===== config.mk =====
export PLATFORM = sky130hd
export DESIGN_NAME = cactus_gen
export DESIGN_NICKNAME = d
export VERILOG_FILES = /design/src/rtl/cactus_gen_pkg.sv /design/src/rtl/cactus_slot.sv /design/src/rtl/cactus_gen.sv
export SDC_FILE = /design/constraint.sdc
export NUM_CORES = 1
export LEC_CHECK = 0
export BUFFER_PORTS_ARGS = -buffer_cell sky130_fd_sc_hd__buf_2
export CAP_MARGIN = 20
export CORE_ASPECT_RATIO = 1.1
export CORE_MARGIN = 2
export CORE_UTILIZATION = 61
export DETAILED_ROUTE_END_ITERATION = 6
export GPL_ROUTABILITY_DRIVEN = 0
export PLACE_DENSITY_LB_ADDON = 0.12
export SETUP_SLACK_MARGIN = 0.15
export SLEW_MARGIN = 10
export SYNTH_ARGS = -nofsm -noshare
export SYNTH_HDL_FRONTEND = slang
export SYNTH_HIERARCHICAL = 1
export SYNTH_SLANG_ARGS = --single-unit
export TNS_END_PERCENT = 30

===== constraint.sdc =====
create_clock -name lcd_pclk -period 4.8 [get_ports lcd_pclk]
set_input_delay 0.96 -clock lcd_pclk [delete_from_list [all_inputs] [get_ports lcd_pclk]]
set_output_delay 0.96 -clock lcd_pclk [all_outputs]
set_load 0.005 [all_outputs]

===== src/rtl/cactus_gen_pkg.sv =====
// Shared game constants, mode encoding and small helpers for the cactus generator.
// The optional CACTUS_RANDOM_EN build uses lfsr_next() for randomised spawn gaps.
package cactus_gen_pkg;

   localparam int H_DISP    = 800;
   localparam int V_DISP    = 480;
   localparam int GROUND_Y  = 400;
   localparam int CACTUS_W  = 20;
   localparam int CACTUS_H  = 40;
   localparam int MIN_GAP   = 40;
   localparam int GAP_FIXED = MIN_GAP + 32;

   localparam logic [15:0] LFSR_SEED = 16'hACE1;

   typedef enum logic [1:0] {
      MODE_IDLE = 2'd0,
      MODE_PLAY = 2'd1,
      MODE_OVER = 2'd2
   } game_mode_e;

   // Fibonacci LFSR, taps 16,14,13,11
   function automatic logic [15:0] lfsr_next(input logic [15:0] s);
      return {s[14:0], s[15] ^ s[13] ^ s[12] ^ s[10]};
   endfunction

   function automatic logic [7:0] sat_add8(input logic [7:0] a, input logic [1:0] b);
      logic [8:0] sum;
      sum = {1'b0, a} + {7'd0, b};
      return sum[8] ? 8'hFF : sum[7:0];
   endfunction

endpackage


===== src/rtl/cactus_slot.sv =====
// One cactus slot: position/active state, move-retire-spawn update and
// registered per-pixel coverage flag.
module cactus_slot
   import cactus_gen_pkg::*;
(
   input  logic        lcd_pclk,
   input  logic        rst,
   input  logic        clear_i,
   input  logic        move_i,
   input  logic        spawn_i,
   input  logic [3:0]  move_rate_i,
   input  logic [10:0] px_i,
   input  logic [10:0] py_i,
   output logic        active_o,
   output logic        retire_o,
   output logic        draw_o
);

   localparam logic signed [11:0] X_SPAWN  = 12'(H_DISP);
   localparam logic signed [11:0] X_RETIRE = 12'(-CACTUS_W);
   localparam logic signed [11:0] W12      = 12'(CACTUS_W);
   localparam logic signed [11:0] Y_TOP    = 12'(GROUND_Y - CACTUS_H);
   localparam logic signed [11:0] Y_BOT    = 12'(GROUND_Y);

   logic              active_q, active_d;
   logic signed [11:0] x_q, x_d;
   logic              draw_q, draw_d;
   logic signed [11:0] x_mov, px_s, py_s;

   always_comb begin
      x_mov    = x_q - $signed({8'd0, move_rate_i});
      retire_o = move_i && active_q && (x_mov <= X_RETIRE);
      px_s     = $signed({1'b0, px_i});
      py_s     = $signed({1'b0, py_i});
      // off-screen columns simply never match a pixel coordinate
      draw_d   = active_q && (px_s >= x_q) && (px_s < x_q + W12)
                 && (py_s >= Y_TOP) && (py_s < Y_BOT);

      active_d = active_q;
      x_d      = x_q;
      if (clear_i) begin
         active_d = 1'b0;
      end else if (spawn_i) begin
         active_d = 1'b1;
         x_d      = X_SPAWN;
      end else if (move_i && active_q) begin
         x_d = x_mov;
         if (retire_o) active_d = 1'b0;
      end
   end

   always_ff @(posedge lcd_pclk) begin
      if (rst) begin
         active_q <= 1'b0;
         x_q      <= '0;
         draw_q   <= 1'b0;
      end else begin
         active_q <= active_d;
         x_q      <= x_d;
         draw_q   <= draw_d;
      end
   end

   assign active_o = active_q;
   assign draw_o   = draw_q;

endmodule


===== src/rtl/cactus_gen.sv =====
// Cactus obstacle generator: frame tick, spawn gap timer, two scrolling slots.
// Define CACTUS_RANDOM_EN for LFSR-randomised gaps; otherwise the gap is fixed.
module cactus_gen
   import cactus_gen_pkg::*;
(
   input  logic        lcd_pclk,
   input  logic        rst,
   input  logic [10:0] pixel_xpos,
   input  logic [10:0] pixel_ypos,
   input  logic        is_living,
   input  logic        is_dying,
   input  logic [3:0]  move_rate,
   output logic        cactus_draw,
   output logic        cactus_draw_2,
   output logic [7:0]  passed_cnt
);

   game_mode_e  mode;
   logic        frame_tick, live_tick, idle_tick;
   logic        act0, act1, retire0, retire1, spawn0, spawn1;
   logic [6:0]  gap_q, gap_d, gap_load;
   logic [7:0]  passed_q, passed_d;

`ifdef CACTUS_RANDOM_EN
   logic [15:0] lfsr_q;

   always_ff @(posedge lcd_pclk) begin
      if (rst) lfsr_q <= LFSR_SEED;
      else     lfsr_q <= lfsr_next(lfsr_q);
   end

   assign gap_load = 7'(MIN_GAP) + {1'b0, lfsr_q[5:0]};
`else
   assign gap_load = 7'(GAP_FIXED);
`endif

   always_comb begin
      frame_tick = (pixel_xpos == 11'(H_DISP - 1)) && (pixel_ypos == 11'(V_DISP - 1));
      mode = MODE_IDLE;
      if (is_dying)       mode = MODE_OVER;
      else if (is_living) mode = MODE_PLAY;
      live_tick = frame_tick && (mode == MODE_PLAY);
      idle_tick = frame_tick && (mode == MODE_IDLE);

      // slot 0 wins; a slot freed this tick is only eligible next tick
      spawn0 = live_tick && (gap_q == 7'd0) && !act0;
      spawn1 = live_tick && (gap_q == 7'd0) && act0 && !act1;

      gap_d = gap_q;
      if (idle_tick) begin
         gap_d = 7'(MIN_GAP);
      end else if (live_tick) begin
         if (gap_q != 7'd0)        gap_d = gap_q - 7'd1;
         else if (spawn0 || spawn1) gap_d = gap_load;
      end

      passed_d = sat_add8(passed_q, {1'b0, retire0} + {1'b0, retire1});
   end

   always_ff @(posedge lcd_pclk) begin
      if (rst) begin
         gap_q    <= 7'(MIN_GAP);
         passed_q <= 8'd0;
      end else begin
         gap_q    <= gap_d;
         passed_q <= passed_d;
      end
   end

   cactus_slot u_slot0 (
      .lcd_pclk    (lcd_pclk),
      .rst         (rst),
      .clear_i     (idle_tick),
      .move_i      (live_tick),
      .spawn_i     (spawn0),
      .move_rate_i (move_rate),
      .px_i        (pixel_xpos),
      .py_i        (pixel_ypos),
      .active_o    (act0),
      .retire_o    (retire0),
      .draw_o      (cactus_draw)
   );

   cactus_slot u_slot1 (
      .lcd_pclk    (lcd_pclk),
      .rst         (rst),
      .clear_i     (idle_tick),
      .move_i      (live_tick),
      .spawn_i     (spawn1),
      .move_rate_i (move_rate),
      .px_i        (pixel_xpos),
      .py_i        (pixel_ypos),
      .active_o    (act1),
      .retire_o    (retire1),
      .draw_o      (cactus_draw_2)
   );

   assign passed_cnt = passed_q;

endmodule

# [After elaboration in Yosys (flattened, before gate mapping)]
# Index checks and enable logic that the tools add are counted.
[classes] reduce_logical=36 eq_ne=3 n_addsub=7 magnitude_cmp=8 mux=15 bitwise_logic=1
[op_table] op="$mux 12" n=4
[op_table] op="$add 12x6->12 const B" n=2
[op_table] op="$ge 12x12->1" n=2
[op_table] op="$le 12x6->1 const B" n=2
[op_table] op="$lt 12x12->1" n=2
[op_table] op="$sub 12x5->12" n=2
[op_table] op="$logic_and 1x1->1" n=19
[op_table] op="$mux 7" n=2
[op_table] op="$eq 11x10->1 const B" n=1
[op_table] op="$eq 11x9->1 const B" n=1
[op_table] op="$ge 11x9->1 const B" n=1
[op_table] op="$lt 11x9->1 const B" n=1
[op_table] op="$reduce_and 2->1" n=5
[op_table] op="$reduce_bool 2->1" n=5
[op_table] op="$add 8x2->9" n=1
[op_table] op="$mux 8" n=1
[op_table] op="$logic_not 7->1" n=1
[op_table] op="$mux 1" n=7
[op_table] op="$reduce_bool 7->1" n=1
[op_table] op="$sub 7x1->7 const B" n=1
[op_table] op="$add 1x1->2" n=1
[op_table] op="$eq 2x1->1 const B" n=1
[op_table] op="$logic_not 1->1" n=2
[op_table] op="$logic_not 2->1" n=1
[op_table] op="4 further kinds" n=4
[totals] output_inout_bits=10 elab_cells=78 in_bits=30 reg_bits=43

# [Longest topological paths before layout]
[logic_depth] ltp_word=10 depth_mapped=17

# [Hierarchy]
# The synthesis kept the hierarchy.
[modules_own_cells] module="cactus_slot" cells_per_inst=198 n_inst=2 area_each_um2=1546.5
[modules_own_cells] module="cactus_gen" cells_per_inst=103 n_inst=1 area_each_um2=909.6

# [Least setup slack after synthesis]
# No wires, ideal clock.
[synth_timing] path_kind="input to register" start="input port move_rate[0]" end="register passed_q[4], in the netlist passed_cnt[4]" path_stages=16 arrival_ns=4.090 setup_ns=0.134 setup_slack_ns=0.576 path_cell_list="ha_1 > inv_1 > fa_1 > and3_1 > or2_2 > or3_1 > xnor2_1 > or4_4 > and4_1 > inv_1 > fa_1 > inv_1 > ha_1 > nand3_1 > xor2_1 > a21oi_1"
[synth_between] elab_chain_len=6 word_cells_on_any_way=9 cone_classes="add/sub (4); order compare (2); mux (1); reduce/logical (2)"
[synth_rtl] element="start, declared" line_no="cactus_gen.sv:12" text="input logic [3:0] move_rate,"
[synth_rtl] element="$sub 12x5->12" line_no="cactus_slot.sv:31" text="x_mov = x_q - $signed({8'd0, move_rate_i});"
[synth_rtl] element="$le 12x6->1" line_no="cactus_slot.sv:32" text="retire_o = move_i && active_q && (x_mov <= X_RETIRE);"
[synth_rtl] element="$logic_and 1x1->1" line_no="cactus_slot.sv:32"
[synth_rtl] element="via retire0" line_no="cactus_gen.sv:20" text="logic act0, act1, retire0, retire1, spawn0, spawn1;"
[synth_rtl] element="$add 1x1->2" line_no="cactus_gen.sv:57" text="passed_d = sat_add8(passed_q, {1'b0, retire0} + {1'b0, retire1});"
[synth_rtl] element="$add 8x2->9" line_no="cactus_gen_pkg.sv:28" text="sum = {1'b0, a} + {7'd0, b};"
[synth_rtl] element="$mux 8" line_no="cactus_gen_pkg.sv:29" text="return sum[8] ? 8'hFF : sum[7:0];"
[synth_rtl] element="end signal, assigned" line_no="cactus_gen.sv:66" text="passed_q <= passed_d;"
[synth_rtl] element="end, declared" line_no="cactus_gen.sv:22" text="logic [7:0] passed_q, passed_d;"
# The timed path passes the listed nets, and every way through them passes these cells.
# A chain may end at the register's enable or synchronous reset.

# [Final worst setup path]
[layout_timing] start="input port move_rate[0]" end="register passed_q[0], in the netlist passed_cnt[0]"
[layout_between] elab_chain_len=6 word_cells_on_any_way=9 cone_classes="add/sub (4); order compare (2); mux (1); reduce/logical (2)"
[layout_rtl] element="$sub 12x5->12" line_no="cactus_slot.sv:31"
[layout_rtl] element="$le 12x6->1" line_no="cactus_slot.sv:32"
[layout_rtl] element="$logic_and 1x1->1" line_no="cactus_slot.sv:32"
[layout_rtl] element="via retire1" line_no="cactus_gen.sv:20"
[layout_rtl] element="$add 1x1->2" line_no="cactus_gen.sv:57"
[layout_rtl] element="$add 8x2->9" line_no="cactus_gen_pkg.sv:28"
[layout_rtl] element="$mux 8" line_no="cactus_gen_pkg.sv:29"
# The timed path passes the listed nets, and every way through them passes these cells.

==> key figures <==
Placement
  – Dpl ws: 0.180 ns
  – Post-DP HPWL: 7810 um
  – Port Buffer Count: 39

STA
  – RSZ-0062 raised after global routing: false
  – Fin worst setup slack: 0.476 ns
  – F_max: 231 MHz
  – Worst slew pin tran: 0.775 ns
  – Min Tclk post-route: 4.32 ns
  – Final hold violations: 0
  – Worst hold slack: ~0.47 ns
  – Clock skew: approximately 0.0054 ns
  – Final period util: between 90% and 100%
  – Final setup viols: 0
  – TNS Setup: 0 ns
  – Max_slew headroom: 48.4%
  – Max Slew Vio Count: 0

Synth
  – Post-synth top area share: 21.5%
  – Synth cell types: 62
  – Post-synth top flop: dfxtp_1
  – Syn Nets: 584
  – Largest area contributor in the netlist: dfxtp_1
  – Synth async-reset ratio: 0%
  – Post-synth top cells: 52 x ha_1, 50 x inv_1, 43 x a21oi_1, 43 x dfxtp_1, 43 x nor2_1
  – Mapped cell area: 4000 um2
  – Post-synth EDFFs: 0
  – Post-synthesis sequential area ratio: 21.5%
  – Mean post-synth cell area: 8.02 um2
  – Mapped Cells: 499
  – Yosys reg bits: 43
  – Synth area leaders: dfxtp_1 22%, ha_1 16%, a21oi_1 5.4%, inv_1 4.7%, xnor2_1 4.2%
  – Yosys warns: 6
  – Most common cell in the synthesized netlist: ha_1

Layout
  – Area growth syn-to-layout: 7.81%
  – Reg area: 861 um2
  – Antenna diode count: 0
  – Fillers: 555
  – Multi-input gate area: 2860 um2
  – Final nets: 618
  – Layout Utilization: 68.8%
  – Fraction of layout cells with a size suffix above 1: 14.2%

Global route
  – Largest net degree at the start of global routing: 41
  – First-pass GRT wire length: 16500 um
  – GR Util All Layers: 29.4%
  – Met1 layer usage reported by global route: 36.0%
  – Global route overflow: 0
  – Initial antenna violation count: 0
  – Met2 Use GR: 49.5%
  – Vias in the first global route: 3642
  – Top Usage Layer GRT: met2
  – Met3 GRT Util: 4.75%

Clocking
  – CTS tree: done
  – CTS sink cnt: between 40 and 50
  – Root buffer cell: clkbuf_8
  – CTS resizes: 0
  – Post-CTS setup buffer count: 0
  – Hold-fix buffers, CTS: 0
  – # H-tree levels: 2
  – CTS buffer count: 5
  – Clock Path Buffers: 2
  – Worst-Skew Late Latency: around 0.30 ns
  – Worst-path clk slew: around 0.080 ns

Floorplan
  – Die height: 89.0 um
  – Die area: between 7000 and 8000 um2
  – Initial Utilization: 63.9%
  – Core Area: 6270 um2
  – Num rows: 30
  – I/O Pins: 40
  – Die X: 81.2 um

Worst setup path
  – WS Path Type: in2reg
  – Critical Path Max Stage Delay: 0.54 ns
  – Startpoint types: input port
  – Critical path peak fanout: 6
  – Crit path max-delay cell type: or4_4
  – Cell mode on critical path: inv_1
  – Arrival time of the worst setup path: between 4 and 5 ns
  – CP Data Required Time: 4.95 ns
  – Crit-path cells: buf_2 > ha_1 > inv_1 > fa_1 > and3_1 > or2_2 > or3_1 > xnor2_1 > or4_4 > and4_1 > inv_1 > fa_1 > inv_1 > ha_1 > nand4_1 > a21oi_1
  – Critical path endpoint category: flip-flop

Pwr
  – Maximum vdd drop: between 0.00015 and 0.0002 V
  – Clock Power Share: 33.0%
  – Power per cell area: about 160 nW/um2
  – Leak: 1.82 nW
  – Int Pwr: 0.506 mW
  – Sw frac: 27.5%
  – Seq pwr share: between 50 and 60%
  – Net Switching: between 0.15 and 0.2 mW
  – Comb pwr share: 15.9%
  – Total Power: 0.698 mW

Drt
  – Initial DRC count: about 230
  – Drt wl/cell: 16.2 um
  – Residual DRC: 0
  – Vias per inst: approximately 6.2
  – Drt pass-1 iters: 5
  – Overall routed net length: 9940 um
  – Vias: 3819
  – Antenna Nets Post-Route: 0

Min path
  – Worst hold path type: reg2reg

Flow run
  – Max_cap viols: 0

Status
  – Status: finished, final reports clean
[cell usage in the layout, fill, tap and decap left out, drive strengths merged, types with 3 or more instances in the layout]
cell type	Yosys	layout
o21a	4	4
o31ai	4	4
a21oi	43	43
nor2b	3	3
o21ai	28	28
nand4	8	8
and4	3	3
xnor2	19	19
or2	6	6
clkinv	2	3
nor3	24	24
nor4	10	10
o2111ai	3	3
a21boi	4	4
or3	11	11
nand2b	4	4
inv	50	50
nand4b	3	3
ha	52	52
a31o	6	6
clkbuf	9	7
or4	9	9
xor2	11	11
nor2	43	43
a31oi	4	4
nand2	19	19
dfxtp	43	43
nand3	18	18
a211oi	3	3
buf	4	42
a22oi	6	6
a21o	6	6
fa	3	3
[metal layers]
metal,vias up,wire length [um]
met5,-,0
met4,0,480
met3,33,454
li1,1892,-
met1,1777,4330
met2,117,4670
[metrics by stage]
| stage | cells | area (um2) |
|---|---|---|
| after global placement | 606 | 4230 |
| after detailed placement | 606 | 4230 |
| after floorplan | 499 | 4000 |
| final | 614 | 4320 |
| after CTS | 614 | 4320 |
| after global routing | 614 | 4320 |
[path summary, 6_finish.rpt]
path / end / slack, ns / start / cells past startpoint
worst max-delay path: passed_cnt[0] / 0.48 / move_rate[0] / 16
worst min register to register: gap_q[0] / 0.47 / gap_q[0] / 2
worst max register to register: passed_cnt[0] / 0.82 / u_slot1/x_q[0] / 16
worst min-delay path: gap_q[0] / 0.47 / gap_q[0] / 2
[state kept, by name, summed over array words and instances (netlist names)]
signal / count
u_slot0/x_q: 12
gap_q: 7
u_slot0/active_o: 1
passed_cnt: 8
u_slot0/draw_o: 1
u_slot1/x_q: 12
u_slot1/active_o: 1
u_slot1/draw_o: 1
[power by group through the flow]
stage,Combinational (mW),Clock [mW],Sequential [mW]
finish,0.111,0.231,0.356
CTS,0.110,0.233,0.356
floorplan,0.0686,0,0.365
detailed placement,0.109,0,0.365
global route,0.126,0.248,0.356
global placement,0.105,0,0.365
[cell families after synthesis]
logic type / Yosys count / share of synthesized area [%]
fa+ha+maj: 55 / 17.8
compound gates: 133 / 21.8
simple gates: 168 / 24.6
buf+inv: 67 / 7.03
flops: 43 / 21.5
xor+xnor: 30 / 6.56
mux: 3 / 0.781
[critical path, delay by kind of cell]
kind            cells  cell delay [ns]
fa+ha+maj           4             0.98
compound gates      1             0.12
simple gates        6             1.99
buf+inv             4             0.27
xor+xnor            1             0.15
[layout make-up]
| class | count | area share, % |
|---|---|---|
| inverter | 52 | 4.52 |
| sequential | 43 | 19.9 |
| clock inverter | 1 | 0.116 |
| clock buffer | 7 | 1.77 |
| timing repair buffer | 42 | 5.04 |
| multi-input combinational | 389 | 66.3 |
| tap | 80 | 2.32 |
Power figures use the tool's default switching activity.
